[src/rtl/cla_pkg.sv]
// Shared constants and helpers for the pipelined carry-lookahead adder.
package cla_pkg;

  localparam int MAX_STAGES = 8;

  function automatic int slice_width(input int width, input int stages);
    return width / stages;
  endfunction

  function automatic bit cfg_ok(input int width, input int stages);
    return (stages >= 1) && (stages <= MAX_STAGES) && ((width % stages) == 0);
  endfunction

endpackage

[src/rtl/cla_slice.sv]
// Combinational N-bit carry-lookahead adder slice built on a parallel-prefix
// generate/propagate tree; also exposes the carry into its top bit.
module cla_slice #(
  parameter int N = 16
) (
  input  logic [N-1:0] a,
  input  logic [N-1:0] b,
  input  logic         ci,
  output logic [N-1:0] s,
  output logic         co,
  output logic         c_msb
);

  logic [N-1:0] g;
  logic [N-1:0] p;
  logic [N-1:0] gg;
  logic [N-1:0] pp;
  logic [N:0]   c;

  assign g = a & b;
  assign p = a ^ b;

  // After the prefix tree, gg[i]/pp[i] are group generate/propagate over bits i..0.
  always_comb begin
    gg = g;
    pp = p;
    for (int d = 1; d < N; d = d * 2) begin
      for (int i = N - 1; i >= d; i--) begin
        gg[i] = gg[i] | (pp[i] & gg[i - d]);
        pp[i] = pp[i] & pp[i - d];
      end
    end
  end

  assign c[0] = ci;

  genvar gi;
  for (gi = 0; gi < N; gi++) begin : g_carry
    assign c[gi + 1] = gg[gi] | (pp[gi] & ci);
  end

  assign s     = p ^ c[N-1:0];
  assign co    = c[N];
  assign c_msb = c[N-1];

endmodule

[src/rtl/pipe_cla_adder.sv]
// Pipelined adder: one CLA slice per stage, operand skew and result deskew
// registers, valid/ready handshake. Define CLA_OVF_EN to add the ovf output.
module pipe_cla_adder
  import cla_pkg::*;
#(
  parameter int WIDTH  = 64,
  parameter int STAGES = 4
) (
  input  logic             clk,
  input  logic             rst,
  input  logic             in_valid,
  output logic             in_ready,
  input  logic [WIDTH-1:0] in_a,
  input  logic [WIDTH-1:0] in_b,
  input  logic             cin,
  output logic             out_valid,
  input  logic             out_ready,
  output logic [WIDTH-1:0] sum,
  output logic             cout
`ifdef CLA_OVF_EN
  ,
  output logic             ovf
`endif
);

  localparam int SW = slice_width(WIDTH, STAGES);

  if (!cfg_ok(WIDTH, STAGES)) begin : g_cfg_check
    $error("pipe_cla_adder: WIDTH must be a multiple of STAGES, STAGES in 1..MAX_STAGES");
  end

  // Reset forces advance so the input side reports ready while clearing.
  logic advance;
  assign advance  = rst || !out_valid || out_ready;
  assign in_ready = advance;

  genvar gi;
  for (gi = 0; gi < STAGES; gi++) begin : g_stage
    logic [WIDTH-gi*SW-1:0]   a_src;
    logic [WIDTH-gi*SW-1:0]   b_src;
    logic                     c_src;
    logic                     v_src;
    logic [SW-1:0]            s;
    logic                     co;
    logic                     c_msb;
    logic                     valid_reg;
    logic                     carry_reg;
    logic [(gi+1)*SW-1:0]     sum_reg;
    logic [(gi+1)*SW-1:0]     sum_next;

    if (gi == 0) begin : g_head
      assign a_src    = in_a;
      assign b_src    = in_b;
      assign c_src    = cin;
      assign v_src    = in_valid;
      assign sum_next = s;
    end else begin : g_tail
      assign a_src    = g_stage[gi-1].g_mid.a_reg;
      assign b_src    = g_stage[gi-1].g_mid.b_reg;
      assign c_src    = g_stage[gi-1].carry_reg;
      assign v_src    = g_stage[gi-1].valid_reg;
      assign sum_next = {s, g_stage[gi-1].sum_reg};
    end

    cla_slice #(.N(SW)) u_slice (
      .a     (a_src[SW-1:0]),
      .b     (b_src[SW-1:0]),
      .ci    (c_src),
      .s     (s),
      .co    (co),
      .c_msb (c_msb)
    );

    always_ff @(posedge clk) begin
      if (rst) begin
        valid_reg <= 1'b0;
        carry_reg <= 1'b0;
        sum_reg   <= '0;
      end else if (advance) begin
        valid_reg <= v_src;
        carry_reg <= co;
        sum_reg   <= sum_next;
      end
    end

    if (gi < STAGES - 1) begin : g_mid
      // Operand slices not yet consumed ride along to later stages.
      logic [WIDTH-(gi+1)*SW-1:0] a_reg;
      logic [WIDTH-(gi+1)*SW-1:0] b_reg;
      logic                       unused_c_msb;

      assign unused_c_msb = c_msb;

      always_ff @(posedge clk) begin
        if (rst) begin
          a_reg <= '0;
          b_reg <= '0;
        end else if (advance) begin
          a_reg <= a_src[WIDTH-gi*SW-1:SW];
          b_reg <= b_src[WIDTH-gi*SW-1:SW];
        end
      end
    end else begin : g_last
`ifdef CLA_OVF_EN
      logic ovf_reg;

      always_ff @(posedge clk) begin
        if (rst) begin
          ovf_reg <= 1'b0;
        end else if (advance) begin
          ovf_reg <= c_msb ^ co;
        end
      end
`else
      logic unused_c_msb;
      assign unused_c_msb = c_msb;
`endif
    end
  end

  assign out_valid = g_stage[STAGES-1].valid_reg;
  assign sum       = g_stage[STAGES-1].sum_reg;
  assign cout      = g_stage[STAGES-1].carry_reg;
`ifdef CLA_OVF_EN
  assign ovf       = g_stage[STAGES-1].g_last.ovf_reg;
`endif

endmodule

[config.mk]
export PLATFORM = sky130hd
export DESIGN_NAME = pipe_cla_adder
export DESIGN_NICKNAME = d
export VERILOG_FILES = /design/src/rtl/cla_pkg.sv /design/src/rtl/cla_slice.sv /design/src/rtl/pipe_cla_adder.sv
export SDC_FILE = /design/constraint.sdc
export NUM_CORES = 1
export LEC_CHECK = 0
export CORE_MARGIN = 2
export CORE_UTILIZATION = 35
export CTS_CLUSTER_DIAMETER = 80
export DETAILED_ROUTE_END_ITERATION = 8
export GPL_TIMING_DRIVEN = 0
export PLACE_DENSITY = 0.54
export SYNTH_ARGS = -nofsm -noshare
export SYNTH_HDL_FRONTEND = slang
export SYNTH_SLANG_ARGS = --single-unit
[constraint.sdc]
create_clock -name clk -period 3.2 [get_ports clk]
set_input_delay 0.64 -clock clk [delete_from_list [all_inputs] [get_ports clk]]
set_output_delay 0.64 -clock clk [all_outputs]
set_load 0.02 [all_outputs]
==> flow_metrics.py, run 1 <==
metrics = {
    "setup_path": {
        "endpoint_kind": "output port",
        "cp_max_fo": 10,
        "critPathLaunchType": "input port",
        "required_ns": 2.56,
        "rr_worst_depth": 6,
        "critPathKind": "input port to output port",
        "cp-startpoint": "out_ready",
        "cp_data_arrival_time_ns": 2.51,
        "reg2reg_from": "out_valid$_SDFFE_PP0P_",
    },
    "timing": {
        "worstMarginPinSlew_ns": 1.18,
        "period_needed_ns": 3.15,
        "hold_viol": 0,
        "finalMaxSlewViolations": 0,
        "fmax_mhz": 317,
        "setup_viol": 0,
        "slew-limit-headroom": 0.211,
        "skew_ns": 0.00942,
        "timing.final.crit_share": 0.985,
        "rsz0062_at_grt": "false",
        "timing.hold.ws_ns": 0.450,
    },
    "routing": {
        "drt-pass1-iter-count": 5,
        "wire_per_inst_um": 16.8,
        "vias_per_cell": 4.91,
        "finalWirelength_um": 44600,
        "vias": 13000,
        "drc_errors": 0,
        "drt_iter0_drc": 699,
        "postRouteAntennaNets": 0,
    },
    "logic_synthesis": {
        "synth_top_cell_by_area": "dfxtp_1",
        "syn_inst": 1847,
        "async_reset_ff_frac": 0,
        "ys_ff_latch": 360,
        "synth_most_common_cell": "nand2_1",
        "synth_nets": 2048,
        "ys.flop_type": "dfxtp_1",
        "syn_area_per_cell_sq_um": 7.97,
        "yosysSeqAreaShare": 0.490,
        "synth.distinct_cells": 55,
        "netlist_area_sq_um": 14700,
        "synth_top_area_frac": 0.490,
        "ys_warn_count": 0,
        "yosys-top-cells-count": "662 x nand2_1, 360 x dfxtp_1, 348 x a21oi_1",
        "synth_edf_count": 0,
        "yosys-top-cells-area": "dfxtp_1 49%, nand2_1 17%, a21oi_1 12%, ha_1 5.4%, clkbuf_1 2.8%",
    },
    "pwr": {
        "p_total_w": 0.0103,
        "swShare": 0.240,
        "vdd_drop_max_mv": 0.381,
        "internal_power_w": 0.00786,
        "combPwrFrac": 0.102,
        "pwr-share-seq": 0.472,
        "clockPowerShare": 0.426,
        "power_density_nw_per_um2": 555,
        "p_switching_w": 0.00248,
        "leakagePower_nw": 7.36,
    },
    "worst_hold_path": {
        "hold_depth": 2,
        "min_from": "g_stage[2].sum_reg[14]$_SDFFE_PP0P_",
        "hold_path.class": "flip-flop to flip-flop",
    },
    "floorplan": {
        "rows": 75,
        "dieWidth_um": 209,
        "core-area_sq_um": 41800,
        "initial_core_util": 0.352,
        "die_area_sq_um": 43700,
        "die-height_um": 209,
        "ioPinCount": 200,
    },
    "grt": {
        "grt_max_degree": 18,
        "antenna_found_initial": 1,
        "overflow": 0,
        "grt_pass1_vias": 12600,
        "grt_pass1_wl_um": 70000,
        "grt_usage": 0.202,
    },
    "place": {
        "hpwl_um": 33200,
        "postPlaceCellArea_sq_um": 17400,
        "gp_congestion": 0.851,
        "io_buffers": 198,
    },
    "cts": {
        "cts_hold_buffers": 0,
        "clk_pin_slew_ns": 0.06,
        "cts_root_buffer": "clkbuf_16",
        "clockBufferDepth": 3,
        "clock_sinks": 360,
        "insertion_delay_ns": 0.53,
        "cts_htree_levels": 2,
        "cts_buffers": 39,
        "tritoncts": "done",
    },
    "job": {
        "max_cap_violations": 0,
    },
    "finish": {
        "syn2layout_area_growth_pct": 26.7,
        "fin_nets": 2287,
        "num-fill-cells": 4252,
        "postLayoutCellArea_sq_um": 18600,
        "drive_gt1_frac": 0.0322,
    },
    "run_status": {
        "outcome": "finished clean",
    },
}
-- power groups by stage --
| stage | logic (W) | registers (W) | clock network (W) |
|---|---|---|---|
| final | 0.00106 | 0.00488 | 0.00441 |
| after global routing | 0.00117 | 0.00491 | 0.00466 |
| after CTS | 0.00107 | 0.00488 | 0.00448 |
| after detailed placement | 0.00106 | 0.00498 | 0 |
| after global placement | 0.00105 | 0.00498 | 0 |
| after floorplan | 0.000592 | 0.00497 | 0 |
-- layer usage --
metal	track usage	vias up	part of all wire
met1	0.279	6021	0.47
met4	0.0554	0	0.024
met3	0.0245	61	0.047
met5	0	-	0
met2	0.334	290	0.46
li1	-	6656	-
-- critical path, stage by stage --
cell             delay (ns)
clkdlybuf4s50_1        0.50
nand2b_1               0.21
clkbuf_2               0.22
nor2_4                 0.26
inv_1                  0.11
clkdlybuf4s50_1        0.55
-- area by class of cell --
| cell class | count | area (sq um) | area share |
|---|---|---|---|
| inverters | 5 | 18.8 | 0.00101 |
| clock buffers | 64 | 1200 | 0.0645 |
| clock inverters | 5 | 50.0 | 0.00268 |
| plain buffers | 120 | 453 | 0.0243 |
| diodes | 2 | 5.00 | 0.000268 |
| repair buffers | 199 | 1990 | 0.107 |
| well taps | 539 | 674 | 0.0362 |
| multi-input cells | 1361 | 7040 | 0.378 |
| flip-flops and latches | 360 | 7210 | 0.387 |
-- path summary, 6_finish.rpt --
check | endpoint | slack (ns)
max | in_ready | 0.05
min | g_stage[2].sum_reg[14]$_SDFFE_PP0P_ | 0.45
max reg2reg | g_stage[1].g_mid.a_reg[10]$_SDFFE_PP0P_ | 0.31
min reg2reg | g_stage[2].sum_reg[14]$_SDFFE_PP0P_ | 0.45
-- cell families (layout without fill, tap and decap cells) --
kind of cell,after synthesis,in the layout,synth area share
buffers and inverters,126,393,0.0321
AO/OA/AOI/OAI,481,481,0.184
flip-flops,360,360,0.490
other,0,2,0
XOR/XNOR,47,47,0.0280
AND/OR/NAND/NOR,764,764,0.206
adder cells (fa/ha/maj),68,68,0.0599
multiplexers,1,1,0.000680
-- stage by stage --
step | worst slack [ns] | instances | utilization | setup TNS (ns)
after CTS | 0.0758 | 2653 | 0.446 | 0
after floorplan | 0.797 | 1847 | - | 0
after global placement | -1.17 | 2584 | 0.416 | -44.18
after global routing | 0.0111 | 2653 | 0.446 | 0
final | 0.0490 | 2655 | 0.446 | 0
after detailed placement | -1.15 | 2584 | 0.416 | -46.99
-- cell usage in the layout, fill, tap and decap left out, drive strengths merged, types with 25 or more instances in the layout --
cell           Yosys  final
a21o              26     26
clkbuf           111    174
ha                64     64
o21ai             41     41
nand2            662    662
clkdlybuf4s50      0    198
nor2              38     38
a21oi            349    349
dfxtp            360    360
xor2              25     25
-- timing repair --
action                     CTS  global route
setup buffers                1             0
hold endpoints to repair     0             0
setup endpoints to repair    1            10
gates resized for setup      3             3
pin swaps                    1             0
(Power assumes the default switching activity.)
==> inputs of run 2 (changes only) <==
Settings changed: PLACE_DENSITY 0.54 to not set.
==> flow_metrics.py, run 2 (synthesis gave the netlist of run 1 again) <==
metrics = {
    "timing": {
        "fmax_mhz": 321,
        "finalMaxSlewViolations": 0,
        "setup_viol": 0,
        "worstMarginPinSlew_ns": 1.17,
        "fin_ws_ns": 0.0848,
        "slew-limit-headroom": 0.219,
        "period_needed_ns": 3.12,
        "timing.final.crit_share": 0.974,
        "timing.hold.ws_ns": 0.448,
        "rsz0062_at_grt": "false",
        "hold_viol": 0,
        "skew_ns": 0.0161,
    },
    "finish": {
        "num-fill-cells": 4224,
        "fin_nets": 2288,
        "layout_common_cells": "662 x nand2_1, 360 x dfxtp_1, 348 x a21oi_1",
        "drive_gt1_frac": 0.0354,
        "finalNonFillerCells": 2656,
        "postLayoutCellArea_sq_um": 18700,
        "syn2layout_area_growth_pct": 27.2,
        "final_common_cell": "nand2_1",
        "multi_input_area_sq_um": 7040,
        "seqCellArea_sq_um": 7210,
    },
    "place": {
        "hpwl_um": 32800,
        "place_ws_ns": -1.11,
        "io_buffers": 198,
        "postPlaceCellArea_sq_um": 17400,
        "gp_congestion": 0.841,
        "place_inst": 2584,
    },
    "routing": {
        "drc_errors": 0,
        "drt-pass1-iter-count": 5,
        "vias": 12900,
        "finalWirelength_um": 43700,
        "postRouteAntennaNets": 0,
        "wire_per_inst_um": 16.4,
        "drt_iter0_drc": 723,
        "vias_per_cell": 4.86,
    },
    "floorplan": {
        "ioPinCount": 200,
        "die-height_um": 209,
        "rows": 75,
        "core-area_sq_um": 41800,
        "dieWidth_um": 209,
        "initial_core_util": 0.352,
        "die_area_sq_um": 43700,
    },
    "worst_hold_path": {
        "hold_path.class": "flip-flop to flip-flop",
        "min_from": "g_stage[2].sum_reg[44]$_SDFFE_PP0P_",
    },
    "run_status": {
        "outcome": "finished clean",
    },
    "grt": {
        "antenna_found_initial": 0,
        "grt_max_degree": 18,
        "overflow": 0,
        "grt_usage": 0.197,
        "grt_pass1_vias": 12700,
        "grt_pass1_wl_um": 68000,
    },
    "setup_path": {
        "endpoint_kind": "output port",
        "critPathLaunchType": "input port",
        "cp_max_fo": 10,
        "slowest_stage": "clkdlybuf4s50_1",
        "cp-startpoint": "out_ready",
        "slowest_delay_ns": 0.55,
        "required_ns": 2.56,
        "crit_chain": "clkdlybuf4s50_1, nand2b_1, clkbuf_2, nor2_4, inv_1, clkdlybuf4s50_1",
        "path_common_cell": "clkdlybuf4s50_1",
        "critPathKind": "input port to output port",
        "reg2reg_from": "out_valid$_SDFFE_PP0P_",
        "cp_data_arrival_time_ns": 2.48,
    },
    "job": {
        "max_cap_violations": 0,
    },
    "pwr": {
        "p_total_w": 0.0106,
        "power_density_nw_per_um2": 564,
        "leakagePower_nw": 7.39,
        "vdd_drop_max_mv": 0.307,
    },
    "cts": {
        "tritoncts": "done",
        "clockBufferDepth": 3,
        "insertion_delay_ns": 0.53,
        "cts_hold_buffers": 0,
        "cts_root_buffer": "clkbuf_16",
        "clock_sinks": 360,
        "clk_pin_slew_ns": 0.06,
        "cts_buffers": 40,
        "cts_htree_levels": 2,
    },
}
-- run 2: final timing paths --
path,endpoint,slack [ns],depth (start not counted)
worst min register to register,g_stage[2].sum_reg[44]$_SDFFE_PP0P_,0.45,2
worst max register to register,g_stage[0].g_mid.a_reg[36]$_SDFFE_PP0P_,0.26,6
worst max-delay path,in_ready,0.08,6
worst min-delay path,g_stage[2].sum_reg[44]$_SDFFE_PP0P_,0.45,2
-- run 2: worst max-delay path: cells and delay by family --
| kind | cells | cell delay, ns |
|---|---|---|
| buf+inv | 4 | 1.37 |
| simple gates | 2 | 0.45 |
-- run 2: what timing repair did --
item	CTS	global route
setup buffers	1	0
setup endpoints to repair	1	0
gates resized for setup	3	0
-- run 2: per-layer routing --
layer  global-route usage  vias to the layer above  part of all wire
met5                    0                        -                 0
met4               0.0594                        0             0.028
met2                0.324                      288              0.45
met3               0.0322                       62             0.054
li1                     -                     6671                 -
met1                0.267                     5885              0.47
-- run 2: per-stage QoR --
stage	setup TNS [ns]	utilization
finish	0	0.448
global route	0	0.448
CTS	0	0.448
detailed placement	-44.21	0.416
global placement	-42.15	0.416
floorplan	0	-
-- run 2: cell type report --
type,instances,share of cell area
Inverter,5,0.00100
Clock inverter,13,0.00809
Tap cell,539,0.0360
Multi-Input combinational cell,1361,0.376
Antenna cell,1,0.000134
Sequential cell,360,0.385
Buffer,120,0.0241
Timing Repair Buffer,199,0.106
Clock buffer,58,0.0630
-- run 2: power by group --
| group | internal [W] | switching [W] | total [W] | leakage, nW |
|---|---|---|---|---|
| Clock | 0.00280 | 0.00183 | 0.00463 | 0.650 |
| Sequential | 0.00474 | 0.000153 | 0.00489 | 2.96 |
| Combinational | 0.000487 | 0.000551 | 0.00104 | 3.78 |
| Total | 0.00802 | 0.00253 | 0.0106 | 7.39 |
==> inputs of run 3 (changes only) <==
Settings changed: CORE_UTILIZATION 35 to 47, PLACE_DENSITY set to 0.7.
==> flow_metrics.py, run 3 (synthesis gave the netlist of run 1 again) <==
metrics = {
    "run_status": {
        "outcome": "finished clean",
    },
    "pwr": {
        "power_density_nw_per_um2": 558,
        "leakagePower_nw": 7.36,
        "vdd_drop_max_mv": 0.357,
    },
    "routing": {
        "vias": 13200,
        "wire_per_inst_um": 16.5,
        "postRouteAntennaNets": 0,
        "drt-pass1-iter-count": 5,
        "drc_errors": 0,
        "vias_per_cell": 5.26,
        "finalWirelength_um": 41300,
        "drt_iter0_drc": 717,
    },
    "grt": {
        "grt_max_degree": 18,
        "antenna_found_initial": 0,
        "grt_pass1_wl_um": 65200,
        "grt.met2_usage": 0.415,
        "busiest_layer": "met2",
        "met1_usage": 0.320,
        "overflow": 0,
        "grt_pass1_vias": 12800,
        "grt_use_met3": 0.0409,
        "grt_usage": 0.247,
    },
    "setup_path": {
        "path_buf_inv": 4,
        "endpoint_kind": "flip-flop",
        "path_common_cell": "clkbuf_1",
        "slowest_stage": "clkbuf_1",
        "required_ns": 3.64,
        "critPathKind": "input port to flip-flop",
        "slowest_delay_ns": 0.75,
        "cp_data_arrival_time_ns": 3.52,
        "crit_chain": "clkdlybuf4s50_1, nor2b_1, clkbuf_1, clkbuf_1, clkbuf_1, nand2_1, a21oi_1",
        "cp_max_fo": 10,
        "crit_family": "buffers and inverters",
        "critPathLaunchType": "input port",
    },
    "cts": {
        "insertion_delay_ns": 0.52,
        "cts_root_buffer": "clkbuf_16",
        "tritoncts": "done",
        "clk_pin_slew_ns": 0.06,
        "cts_buffers": 38,
        "clockBufferDepth": 3,
        "clock_sinks": 360,
        "cts_htree_levels": 2,
    },
    "timing": {
        "worstMarginPinSlew_ns": 1.06,
        "setup_viol": 0,
        "hold_viol": 0,
        "skew_ns": 0.00852,
        "fmax_mhz": 324,
        "slew-limit-headroom": 0.291,
        "fin_setup_tns_ns": 0,
        "finalMaxSlewViolations": 0,
        "rsz0062_at_grt": "false",
        "timing.final.crit_share": 0.963,
        "period_needed_ns": 3.08,
    },
    "finish": {
        "syn2layout_area_growth_pct": 25.4,
        "drive_gt1_frac": 0.0341,
        "antenna_cells": 0,
        "fin_nets": 2286,
        "post-route-util": 0.601,
        "num-fill-cells": 2774,
        "finalNonFillerCells": 2508,
        "layout_common_cells": "662 x nand2_1, 360 x dfxtp_1, 348 x a21oi_1",
        "final_common_cell": "nand2_1",
    },
    "place": {
        "io_buffers": 198,
        "hpwl_um": 30400,
        "place_inst": 2441,
        "gp_congestion": 0.861,
    },
    "floorplan": {
        "die_area_sq_um": 32700,
        "initial_core_util": 0.480,
        "ioPinCount": 200,
        "die-height_um": 181,
        "rows": 64,
        "dieWidth_um": 181,
        "core-area_sq_um": 30700,
    },
    "job": {
        "max_cap_violations": 0,
    },
    "worst_hold_path": {
        "hold_path.class": "flip-flop to flip-flop",
    },
}
## run 3: cell types whose count changed in the layout (fill, tap and decap cells not counted), sizes merged
cell	before	now
clkbuf	168	166
clkinvlp	3	1
bufinv	3	2
diode	1	0
inv	5	6
## run 3: repair_timing
| action | CTS | global route |
|---|---|---|
| endpoints found under the setup margin | 1 | 13 |
| cloned | 0 | 0 |
| hold buffers | 0 | 0 |
| pin swaps | 1 | 0 |
| gates resized for setup | 3 | 3 |
| buffers inserted | 1 | 0 |
## run 3: path summary, 6_finish.rpt
path                            slack [ns]                           startpoint  depth (start not counted)                                       to
worst min register to register        0.45  g_stage[2].sum_reg[47]$_SDFFE_PP0P_                          2      g_stage[2].sum_reg[47]$_SDFFE_PP0P_
worst max-delay path                  0.12                            out_ready                          7  g_stage[1].g_mid.a_reg[17]$_SDFFE_PP0P_
worst min-delay path                  0.45  g_stage[2].sum_reg[47]$_SDFFE_PP0P_                          2      g_stage[2].sum_reg[47]$_SDFFE_PP0P_
worst max register to register        0.34               out_valid$_SDFFE_PP0P_                          6  g_stage[1].g_mid.a_reg[17]$_SDFFE_PP0P_
## run 3: cell type report
| type | count | area, sq um | area share |
|---|---|---|---|
| Inverter | 5 | 18.8 | 0.00102 |
| Buffer | 120 | 453 | 0.0246 |
| Sequential cell | 360 | 7210 | 0.391 |
| Tap cell | 396 | 495 | 0.0269 |
| Clock buffer | 56 | 1130 | 0.0612 |
| Multi-Input combinational cell | 1361 | 7040 | 0.382 |
| Timing Repair Buffer | 199 | 1990 | 0.108 |
| Clock inverter | 11 | 111 | 0.00604 |
## run 3: worst reg2reg max path: stages, from the launching register on
cell      delay, ns
dfxtp_1        0.35
nor2b_1        0.23
clkbuf_1       0.61
clkbuf_1       0.75
clkbuf_1       0.58
nand2_1        0.13
a21oi_1        0.14
## run 3: stage by stage
| step | instance area, sq um | hold WS (ns) | power, W | setup slack, ns |
|---|---|---|---|---|
| 2_1_floorplan | 14700 | 0.426 | 0.00556 | 0.797 |
| 3_3_place_gp | 17200 | 0.435 | 0.00599 | -0.884 |
| 3_5_place_dp | 17200 | 0.440 | 0.00601 | -0.875 |
| 4_1_cts | 18400 | 0.448 | 0.0103 | 0.119 |
| 5_1_grt | 18400 | 0.463 | 0.0107 | 0.0525 |
| 6_report | 18400 | 0.447 | 0.0103 | 0.118 |
## run 3: report_power, final
part,switching [W],internal (W)
clock network,0.00175,0.00261
registers,0.000147,0.00474
logic,0.000556,0.000488
## run 3: per-layer routing
layer  up-vias  wire length [um]
met1      6099             18100
met4         0              1450
met2       358             19200
met3        88              2640
li1       6640                 -
met5         -                 0
